## src/rtl/ps2_transmitter.sv

```systemverilog
// Purpose: host-to-device PS/2 command sender (inhibit, request-to-send, 8 data + odd parity + stop, ACK check).
// Latency: Tx_Busy the cycle after Tx_Start; the frame is paced by the device clock; one cycle of Tx_Done or Tx_Error at the end.
// Backpressure: Tx_Start is ignored while Tx_Busy is high; there is no queueing.
module ps2_transmitter #(
    parameter int INHIBIT_CYCLES = 2500,
    parameter int TIMEOUT_CYCLES = 375000
) (
    input  logic       Master_Clock_In,
    input  logic       Reset_N_In,
    input  logic [7:0] Tx_Data,
    input  logic       Tx_Start,
    input  logic       PS2_CLK_In,
    input  logic       PS2_DATA_In,
    output logic       PS2_CLK_Drive_Low,
    output logic       PS2_DATA_Drive_Low,
    output logic       Tx_Busy,
    output logic       Tx_Done,
    output logic       Tx_Error
);

    // One counter serves both the inhibit interval and the per-edge timeout.
    localparam int CNT_MAX = (INHIBIT_CYCLES > TIMEOUT_CYCLES) ? INHIBIT_CYCLES : TIMEOUT_CYCLES;
    localparam int CNT_W   = $clog2(CNT_MAX + 1);
    localparam logic [CNT_W-1:0] INH_LAST = CNT_W'(INHIBIT_CYCLES - 1);
    localparam logic [CNT_W-1:0] TO_LAST  = CNT_W'(TIMEOUT_CYCLES - 1);

    typedef enum logic [3:0] {
        IDLE, INHIBIT, REQ, SHIFT, STOP, ACK, WAIT_IDLE, DONE, ERROR
    } state_t;

    state_t           state_q, state_d;
    logic [1:0]       clk_sync_q, data_sync_q;
    logic             clk_prev_q;
    logic [CNT_W-1:0] cnt_q, cnt_d;
    logic [8:0]       sh_q, sh_d;
    logic [3:0]       bit_idx_q, bit_idx_d;
    logic             ack_q, ack_d;

    logic clk_s, data_s, fall, timed;

    assign clk_s  = clk_sync_q[1];
    assign data_s = data_sync_q[1];
    assign fall   = clk_prev_q & ~clk_s;

    // Two-flop synchronizers for the open-drain lines plus the previous clock sample for edge detection.
    always_ff @(posedge Master_Clock_In or negedge Reset_N_In) begin
        if (!Reset_N_In) begin
            clk_sync_q  <= 2'b00;
            data_sync_q <= 2'b00;
            clk_prev_q  <= 1'b0;
        end else begin
            clk_sync_q  <= {clk_sync_q[0], PS2_CLK_In};
            data_sync_q <= {data_sync_q[0], PS2_DATA_In};
            clk_prev_q  <= clk_s;
        end
    end

    // State, counter, frame shift register, bit index and captured ACK bit.
    always_ff @(posedge Master_Clock_In or negedge Reset_N_In) begin
        if (!Reset_N_In) begin
            state_q   <= IDLE;
            cnt_q     <= '0;
            sh_q      <= '0;
            bit_idx_q <= '0;
            ack_q     <= 1'b0;
        end else begin
            state_q   <= state_d;
            cnt_q     <= cnt_d;
            sh_q      <= sh_d;
            bit_idx_q <= bit_idx_d;
            ack_q     <= ack_d;
        end
    end

    // Next-state and line-drive decode; drives come from registered state so reset releases the lines at once.
    always_comb begin
        state_d            = state_q;
        cnt_d              = cnt_q + CNT_W'(1);
        sh_d               = sh_q;
        bit_idx_d          = bit_idx_q;
        ack_d              = ack_q;
        PS2_CLK_Drive_Low  = 1'b0;
        PS2_DATA_Drive_Low = 1'b0;
        Tx_Done            = 1'b0;
        Tx_Error           = 1'b0;
        timed              = 1'b0;

        case (state_q)
            IDLE: begin
                cnt_d = '0;
                if (Tx_Start) begin
                    // Frame bit 8 is odd parity over the data byte.
                    sh_d      = {~^Tx_Data, Tx_Data};
                    bit_idx_d = '0;
                    state_d   = INHIBIT;
                end
            end
            INHIBIT: begin
                PS2_CLK_Drive_Low = 1'b1;
                if (cnt_q == INH_LAST) begin
                    // Start bit goes low while the clock is still held, before release.
                    PS2_DATA_Drive_Low = 1'b1;
                    cnt_d              = '0;
                    state_d            = REQ;
                end
            end
            REQ: begin
                timed              = 1'b1;
                PS2_DATA_Drive_Low = 1'b1;
                if (fall) begin
                    bit_idx_d = '0;
                    state_d   = SHIFT;
                end
            end
            SHIFT: begin
                timed              = 1'b1;
                PS2_DATA_Drive_Low = ~sh_q[0];
                if (fall) begin
                    if (bit_idx_q == 4'd8) begin
                        state_d = STOP;
                    end else begin
                        sh_d      = {1'b0, sh_q[8:1]};
                        bit_idx_d = bit_idx_q + 4'd1;
                    end
                end
            end
            STOP: begin
                timed = 1'b1;
                // The edge ending the stop bit is where the device presents its ACK.
                if (fall) begin
                    ack_d   = data_s;
                    state_d = ACK;
                end
            end
            ACK: begin
                timed   = 1'b1;
                state_d = ack_q ? ERROR : WAIT_IDLE;
            end
            WAIT_IDLE: begin
                timed = 1'b1;
                if (clk_s && data_s) begin
                    state_d = DONE;
                end
            end
            DONE: begin
                Tx_Done = 1'b1;
                state_d = IDLE;
            end
            ERROR: begin
                Tx_Error = 1'b1;
                state_d  = IDLE;
            end
            default: begin
                state_d = IDLE;
            end
        endcase

        // Device-response watchdog, restarted by every clock falling edge.
        if (timed) begin
            if (fall) begin
                cnt_d = '0;
            end
            if (cnt_q == TO_LAST) begin
                state_d = ERROR;
            end
        end
    end

    assign Tx_Busy = (state_q != IDLE);

endmodule

```

## config.mk

```make
export PLATFORM = sky130hd
export DESIGN_NAME = ps2_transmitter
export DESIGN_NICKNAME = d
export VERILOG_FILES = /design/src/rtl/ps2_transmitter.sv
export SDC_FILE = /design/constraint.sdc
export NUM_CORES = 1
export LEC_CHECK = 0
export CORE_MARGIN = 2
export CORE_UTILIZATION = 55
export DETAILED_ROUTE_END_ITERATION = 7
export PLACE_DENSITY = 0.79
export RECOVER_POWER = 50
export SKIP_LAST_GASP = 1
export SYNTH_ARGS = -nofsm -noshare
export SYNTH_HDL_FRONTEND = slang
export SYNTH_SLANG_ARGS = --single-unit
```

## constraint.sdc

```tcl
create_clock -name Master_Clock_In -period 4.96 [get_ports Master_Clock_In]
set_input_delay 0.744 -clock Master_Clock_In [delete_from_list [all_inputs] [get_ports Master_Clock_In]]
set_output_delay 0.744 -clock Master_Clock_In [all_outputs]
set_load 0.01 [all_outputs]
```

==> results of run 1 <==
-- area by class of cell --
| type | instances | area, um2 |
|---|---|---|
| Tap cell | 50 | 62.6 |
| Fill cell | 320 | 1410 |
| Timing Repair Buffer | 18 | 171 |
| Clock inverter | 3 | 68.8 |
| Multi-Input combinational cell | 168 | 1240 |
| Clock buffer | 5 | 68.8 |
| Sequential cell | 42 | 1050 |
| Inverter | 4 | 15.0 |
-- power by group through the flow --
| stage | logic, W | registers, W | clock network [W] |
|---|---|---|---|
| 6_report | 0.0000322 | 0.000347 | 0.000324 |
| 5_1_grt | 0.0000365 | 0.000347 | 0.000342 |
| 4_1_cts | 0.0000336 | 0.000347 | 0.000331 |
| 3_5_place_dp | 0.0000334 | 0.000354 | 0 |
| 3_3_place_gp | 0.0000327 | 0.000353 | 0 |
| 2_1_floorplan | 0.0000142 | 0.000353 | 0 |
-- synthesized netlist by cell type (2+ instances only) --
| library cell | count | share of area |
|---|---|---|
| sky130_fd_sc_hd__dfrtp_1 | 42 | 0.44 |
| sky130_fd_sc_hd__mux2_2 | 17 | 0.081 |
| sky130_fd_sc_hd__o21ai_0 | 13 | 0.027 |
| sky130_fd_sc_hd__a21oi_1 | 11 | 0.023 |
| sky130_fd_sc_hd__nand3_1 | 11 | 0.023 |
| sky130_fd_sc_hd__xor2_1 | 11 | 0.041 |
| sky130_fd_sc_hd__nand4_1 | 10 | 0.026 |
| sky130_fd_sc_hd__nor2_2 | 10 | 0.026 |
| sky130_fd_sc_hd__nand2_1 | 9 | 0.014 |
| sky130_fd_sc_hd__nor2_1 | 8 | 0.013 |
| sky130_fd_sc_hd__or3_1 | 8 | 0.021 |
| sky130_fd_sc_hd__xnor2_1 | 8 | 0.030 |
| sky130_fd_sc_hd__clkbuf_1 | 6 | 0.0095 |
| sky130_fd_sc_hd__inv_1 | 4 | 0.0063 |
| sky130_fd_sc_hd__a31oi_1 | 3 | 0.0079 |
| sky130_fd_sc_hd__and3_1 | 3 | 0.0079 |
| sky130_fd_sc_hd__buf_2 | 3 | 0.0063 |
| sky130_fd_sc_hd__ha_1 | 3 | 0.016 |
| sky130_fd_sc_hd__nand2b_1 | 3 | 0.0079 |
| sky130_fd_sc_hd__nor3_1 | 3 | 0.0063 |
| sky130_fd_sc_hd__and2_1 | 2 | 0.0053 |
| sky130_fd_sc_hd__and4_1 | 2 | 0.0074 |
| sky130_fd_sc_hd__buf_6 | 2 | 0.0095 |
| sky130_fd_sc_hd__mux2i_1 | 2 | 0.0084 |
| sky130_fd_sc_hd__nor2b_1 | 2 | 0.0053 |
| sky130_fd_sc_hd__nor3_2 | 2 | 0.0084 |
| sky130_fd_sc_hd__nor4_1 | 2 | 0.0053 |
| sky130_fd_sc_hd__nor4b_4 | 2 | 0.020 |
| sky130_fd_sc_hd__nor4bb_1 | 2 | 0.0084 |
| sky130_fd_sc_hd__o21a_1 | 2 | 0.0063 |
| sky130_fd_sc_hd__o31ai_1 | 2 | 0.0063 |
-- cells in the final DEF, fill, tap and decap left out, types with 3 or more instances in the layout --
cell,count
sky130_fd_sc_hd__nand2_1,9
sky130_fd_sc_hd__mux2_2,17
sky130_fd_sc_hd__clkdlybuf4s50_1,14
sky130_fd_sc_hd__or3_1,8
sky130_fd_sc_hd__nor2_2,10
sky130_fd_sc_hd__nand2b_1,3
sky130_fd_sc_hd__nand3_1,11
sky130_fd_sc_hd__a21oi_1,11
sky130_fd_sc_hd__nor2_1,8
sky130_fd_sc_hd__and3_1,3
sky130_fd_sc_hd__o21ai_0,13
sky130_fd_sc_hd__nor3_1,3
sky130_fd_sc_hd__nand4_1,10
sky130_fd_sc_hd__xnor2_1,8
sky130_fd_sc_hd__a31oi_1,3
sky130_fd_sc_hd__xor2_1,11
sky130_fd_sc_hd__dfrtp_1,42
sky130_fd_sc_hd__clkbuf_8,5
sky130_fd_sc_hd__ha_1,3
sky130_fd_sc_hd__inv_1,4
-- cells by family after synthesis --
group           Yosys count
simple gates             89
flops                    42
compound gates           38
xor+xnor                 19
mux                      19
buf+inv                  16
fa+ha+maj                 3
-- final timing paths --
check                      cells past startpoint                 endpoint                     from  slack (ns)
max                                            6       PS2_DATA_Drive_Low       cnt_q[0]$_DFF_PN0_        1.76
min                                            0  clk_sync_q[1]$_DFF_PN0_  clk_sync_q[0]$_DFF_PN0_        0.36
max reg2reg                                    4      sh_q[6]$_DFFE_PN0P_     state_q[1]$_DFF_PN0_        2.64
min reg2reg                                    0  clk_sync_q[1]$_DFF_PN0_  clk_sync_q[0]$_DFF_PN0_        0.36
max in group asynchronous                      1      cnt_q[16]$_DFF_PN0_               Reset_N_In        2.61
min in group asynchronous                      1      sh_q[5]$_DFFE_PN0P_               Reset_N_In        1.09
-- per-layer routing --
layer	global-route usage	wire, um
met5	0	0
met4	0.0577	55
met1	0.268	2230
met3	0.0436	106
met2	0.284	1880
-- flip-flops by register name, indices dropped and copies added, names as in the netlist --
| signal | count |
|---|---|
| ack_q | 1 |
| bit_idx_q | 4 |
| clk_prev_q | 1 |
| clk_sync_q | 2 |
| cnt_q | 19 |
| data_sync_q | 2 |
| sh_q | 9 |
| state_q | 4 |
-- metrics by stage --
stage / cells / hold slack (ns) / power, W
finish: 290 / 0.355 / 0.000703
global placement: 282 / 0.335 / 0.000386
floorplan: 226 / 0.331 / 0.000367
CTS: 290 / 0.357 / 0.000711
detailed placement: 282 / 0.337 / 0.000387
global route: 290 / 0.361 / 0.000725
==> impl_metrics.env, run 1 <==
export IMPL_status="finished with violations"
export IMPL_failed_checks="max-capacitance violations, max-slew violations"
export IMPL_cap_viol_max_count=1
export IMPL_number_of_global_route_vias_before_repair=1628
export IMPL_comb_power_share=0.046
export IMPL_grt_start_max_net_pins=43
export IMPL_p_per_area_nw_per_um2=263
export IMPL_ant_nets=0
export IMPL_track_usage=0.188
export IMPL_post_synth_cell_area_avg_um2=10.5
export IMPL_worst_setup_path_start_kind="flip-flop"
export IMPL_share_of_synthesized_flip_flops_with_an_asynchronous_set_or_reset=1.00
export IMPL_cp_top_family="simple AND/OR/NAND/NOR gates"
export IMPL_synth_adder_area_share=0.0158
export IMPL_post_synth_instance_area_um2=2370
export IMPL_coreArea_um2=4090
export IMPL_worstPathCellList="ha_1, nor4b_4, nand3_2, nor3_1, o21a_1, clkdlybuf4s50_1"
export IMPL_synth_yosys_seq_area_share=0.444
export IMPL_timing_fmax_mhz=312
export IMPL_hpwlAfterDp_um=2960
export IMPL_post_route_setup_slack_ns=1.76
export IMPL_wl_um=4280
export IMPL_report_final_slew_viol_count=43
export IMPL_synthXorXnorAreaFrac=0.0702
export IMPL_clock_tree_from_tritoncts="built"
export IMPL_rsz0062_at_grt="no"
export IMPL_htreeDepth=2
export IMPL_design_portCount=18
export IMPL_synth_compound_area_frac=0.104
export IMPL_hold_path_class="flip-flop to flip-flop"
export IMPL_synth_enable_flop_cells=0
export IMPL_postLayoutCoreUtil=0.654
export IMPL_ys_flop_type="sky130_fd_sc_hd__dfrtp_1"
export IMPL_syn_nets=242
export IMPL_ys_warnings_count=0
export IMPL_cts_post_setup_buffers_inserted=0
export IMPL_timing_critical_path_slowest_stage_cell="sky130_fd_sc_hd__clkdlybuf4s50_1"
export IMPL_remaining_drc_errors=0
export IMPL_synth_cells=226
export IMPL_drt_pass1_iterations=4
export IMPL_antenna_found_initial=0
export IMPL_clk_pin_slew_worst_paths_ns=0.08
export IMPL_share_clk_of_total_power=0.461
export IMPL_synth_area_mux_share=0.0892
export IMPL_timing_max_slew_rel_slack=-0.470
export IMPL_arrival_ns=2.46
export IMPL_cts_repair_resized=0
export IMPL_final_hold_violation_count=0
export IMPL_worst_path_max_fanout=9
export IMPL_total_leakage_power_nw=1.11
export IMPL_cts_buffer_depth=2
export IMPL_worst_slew_pin_slew_ns=2.21
export IMPL_power_switching_fraction=0.199
export IMPL_clkSinkCount=42
export IMPL_clock_tree_root_cell="sky130_fd_sc_hd__clkbuf_8"
export IMPL_worstPathRequired_ns=4.22
export IMPL_setup_tns_final_ns=0
export IMPL_clock_latency_late_sink_ns=0.30
export IMPL_die_area_um2=4850
export IMPL_flow_area_growth_from_synthesis_pct=12.8
export IMPL_antenna_cells=0
export IMPL_initial_util=0.580
export IMPL_globalplace_congestion=0.813
export IMPL_grt_first_pass_wirelength_um=7350
export IMPL_post_layout_inst_area_um2=2670
export IMPL_layout_min_cycle_time_ns=3.20
export IMPL_die_y_um=69.6
export IMPL_finClkSkew_ns=0.0122
export IMPL_routedWlPerCell_um=14.8
export IMPL_post_synth_and_or_nand_nor_area_fraction=0.242
export IMPL_net_switching_power_w=0.000140
export IMPL_cp_end_kind="output port"
export IMPL_cts_buffers=5
export IMPL_cts_hold_buf=0
export IMPL_vdd_ir_drop_max_uv=231
export IMPL_floorplan_rows=23
export IMPL_share_seq_of_total_power=0.493
export IMPL_die_x_um=69.6
export IMPL_layout_worst_path_cycle_share=0.645
export IMPL_internal_power_w=0.000564
export IMPL_placed_standard_cell_area_um2=2540
export IMPL_critical_path_max_stage_delay_ns=0.53
export IMPL_finalNetCount=255
export IMPL_count_of_vias_placed_by_the_detailed_router=1658
export IMPL_grt_overflow_total=0
export IMPL_dominant_combinational_cell_family_by_area_after_synthesis="simple AND/OR/NAND/NOR gates"
export IMPL_post_place_ws_ns=2.07
export IMPL_vias_per_cell=5.72
export IMPL_io_port_bufs=17
export IMPL_final_setup_viol_count=0
export IMPL_timing_worst_setup_path_type="flip-flop to output port"
export IMPL_post_route_cells_drive_above_1_share=0.200
export IMPL_ys_types=49
export IMPL_critical_path_n_buffers_inverters=1
export IMPL_detailedRoute_firstIterationViolations=80
export IMPL_synth_seq_cells=42
No activity file was read; power rests on OpenSTA's default activity.
==> run 2: changes to the inputs <==
CORE_UTILIZATION = 52   (was 55)
PLACE_DENSITY = 0.78   (was 0.79)
clock period = 2.8 ns   (was 4.96 ns; I/O delays follow)
==> run 2 against run 1 <==
Net effect: the run still ends with max-capacitance violations, max-slew violations left; combinational power increased by 78%; wire length is 6.7% higher; via count up 4.6%; final cell count increased by 1.7%; clock skew shrank 0.0032 ns; count of clock-buffer cells in the layout unchanged; register-to-register slack got worse by 1.8 ns; first-iteration DRC count is 120% higher; setup slack got worse by 1.6 ns; sequential cell count unchanged; global-route usage grew 0.81 points.
==> impl_metrics.env, run 2 (synthesis results as in run 1) <==
export IMPL_status="finished with violations"
export IMPL_failed_checks="max-capacitance violations, max-slew violations"
export IMPL_report_final_slew_viol_count=43
export IMPL_cts_buffers=5
export IMPL_flow_area_growth_from_synthesis_pct=13.1
export IMPL_worst_slew_pin_slew_ns=2.24
export IMPL_final_instance_count_excl_fill=295
export IMPL_drt_pass1_iterations=4
export IMPL_die_y_um=71.5
export IMPL_setup_tns_final_ns=0
export IMPL_total_leakage_power_nw=1.11
export IMPL_timing_critical_path_slowest_stage_cell="sky130_fd_sc_hd__clkdlybuf4s50_1"
export IMPL_wl_met1_um=2200
export IMPL_filler_cell_count=360
export IMPL_coreArea_um2=4380
export IMPL_final_hold_violation_count=0
export IMPL_p_per_area_nw_per_um2=433
export IMPL_finalNetCount=258
export IMPL_cap_viol_max_count=1
export IMPL_critical_path_max_stage_delay_ns=0.52
export IMPL_cts_buffer_depth=2
export IMPL_htreeDepth=2
export IMPL_io_port_bufs=17
export IMPL_wl_um=4570
export IMPL_number_of_global_route_vias_before_repair=1692
export IMPL_top_layer="met4"
export IMPL_worstPathRequired_ns=2.38
export IMPL_placed_standard_cell_area_um2=2560
export IMPL_grt_first_pass_wirelength_um=7950
export IMPL_clk_pin_slew_worst_paths_ns=0.08
export IMPL_cts_post_setup_buffers_inserted=0
export IMPL_design_portCount=18
export IMPL_globalplace_congestion=0.796
export IMPL_most_common_cell_after_layout_fill_and_taps_aside="sky130_fd_sc_hd__dfrtp_1"
export IMPL_hpwlAfterDp_um=3150
export IMPL_timing_fmax_mhz=380
export IMPL_placed_cells_incl_taps=287
export IMPL_track_usage=0.196
export IMPL_clock_tree_root_cell="sky130_fd_sc_hd__clkbuf_8"
export IMPL_post_route_setup_slack_ns=0.169
export IMPL_floorplan_rows=24
export IMPL_hold_path_class="flip-flop to flip-flop"
export IMPL_vdd_ir_drop_max_uv=285
export IMPL_grt_start_max_net_pins=43
export IMPL_arrival_ns=2.21
export IMPL_layout_worst_path_cycle_share=0.940
export IMPL_final_setup_viol_count=0
export IMPL_max_ffs_per_register=19
export IMPL_cp_end_kind="output port"
export IMPL_remaining_drc_errors=0
export IMPL_count_of_vias_placed_by_the_detailed_router=1735
export IMPL_layout_min_cycle_time_ns=2.63
export IMPL_cts_hold_buf=0
export IMPL_timing_max_slew_rel_slack=-0.490
export IMPL_met3WireLength_um=150
export IMPL_clock_tree_from_tritoncts="built"
export IMPL_wl_met2_um=2160
export IMPL_initial_util=0.541
export IMPL_post_layout_inst_area_um2=2680
export IMPL_worstPathCellList="ha_1, nor4b_4, nand3_2, nor3_2, o21a_1, clkdlybuf4s50_1"
export IMPL_grt_overflow_total=0
export IMPL_die_area_um2=5110
export IMPL_routedWlPerCell_um=15.5
export IMPL_die_x_um=71.5
export IMPL_antenna_cells=0
export IMPL_clkSinkCount=42
export IMPL_critical_path_n_buffers_inverters=1
export IMPL_post_route_cells_drive_above_1_share=0.214
export IMPL_layout_cells_most_common_list="sky130_fd_sc_hd__dfrtp_1, sky130_fd_sc_hd__mux2_2, sky130_fd_sc_hd__clkdlybuf4s50_1"
export IMPL_antenna_found_initial=0
export IMPL_timing_worst_setup_path_type="flip-flop to output port"
export IMPL_detailedRoute_firstIterationViolations=173
export IMPL_post_place_ws_ns=0.415
export IMPL_clock_latency_late_sink_ns=0.30
export IMPL_vias_per_cell=5.88
export IMPL_regMostFlops="cnt_q"
export IMPL_finClkSkew_ns=0.00895
export IMPL_ant_nets=0
export IMPL_finalHoldWorstSlack_ns=0.352
export IMPL_cp_top_family="simple AND/OR/NAND/NOR gates"
export IMPL_biggestRegsByFlops="cnt_q: 19 flops, sh_q: 9 flops"
export IMPL_worst_path_max_fanout=3
export IMPL_worst_setup_path_start_kind="flip-flop"
export IMPL_rsz0062_at_grt="no"
export IMPL_cts_repair_resized=0
[run 2: where the power goes]
group | switching [W] | internal (W) | total [W] | leakage [nW]
Combinational | 0.0000271 | 0.0000300 | 0.0000572 | 0.518
Sequential | 0.00000313 | 0.000611 | 0.000614 | 0.541
Clock | 0.000224 | 0.000265 | 0.000489 | 0.0504
Total | 0.000254 | 0.000906 | 0.00116 | 1.11
[run 2: area by class of cell]
cell class	instances	area, um2	area share
multi-input combinational	168	1240	0.463
tap	52	65.1	0.0243
clock inverter	3	45.0	0.0168
clock buffer	5	68.8	0.0257
sequential	42	1050	0.392
timing repair buffer	21	194	0.0724
inverter	4	15.0	0.00560
[run 2: through the flow]
step | power, W | utilization
after floorplan | 0.000651 | -
after global placement | 0.000684 | 0.584
after detailed placement | 0.000685 | 0.584
after CTS | 0.00117 | 0.610
after global routing | 0.00120 | 0.611
final | 0.00116 | 0.611
[run 2: worst register-to-register path, delay by kind of cell, from the launching register on]
kind,cells,cell delay [ns]
and+or+nand+nor,2,0.40
DFF,1,0.65
muxes,2,0.60
buffers and inverters,1,0.20
[run 2: metal layers]
metal | up-vias | global-route usage
li1 | 846 | -
met1 | 855 | 0.277
met2 | 28 | 0.309
met3 | 6 | 0.0366
met4 | 0 | 0.0587
met5 | - | 0
[run 2: final timing paths]
kind,from,to,slack [ns],cells after the start
setup / recovery,cnt_q[0]$_DFF_PN0_,PS2_DATA_Drive_Low,0.17,6
hold / removal,data_sync_q[0]$_DFF_PN0_,data_sync_q[1]$_DFF_PN0_,0.35,0
setup reg to reg,state_q[1]$_DFF_PN0_,sh_q[3]$_DFFE_PN0P_,0.83,5
hold reg to reg,data_sync_q[0]$_DFF_PN0_,data_sync_q[1]$_DFF_PN0_,0.35,0
max in group asynchronous,Reset_N_In,sh_q[1]$_DFFE_PN0P_,0.75,1
min in group asynchronous,Reset_N_In,sh_q[7]$_DFFE_PN0P_,0.78,1
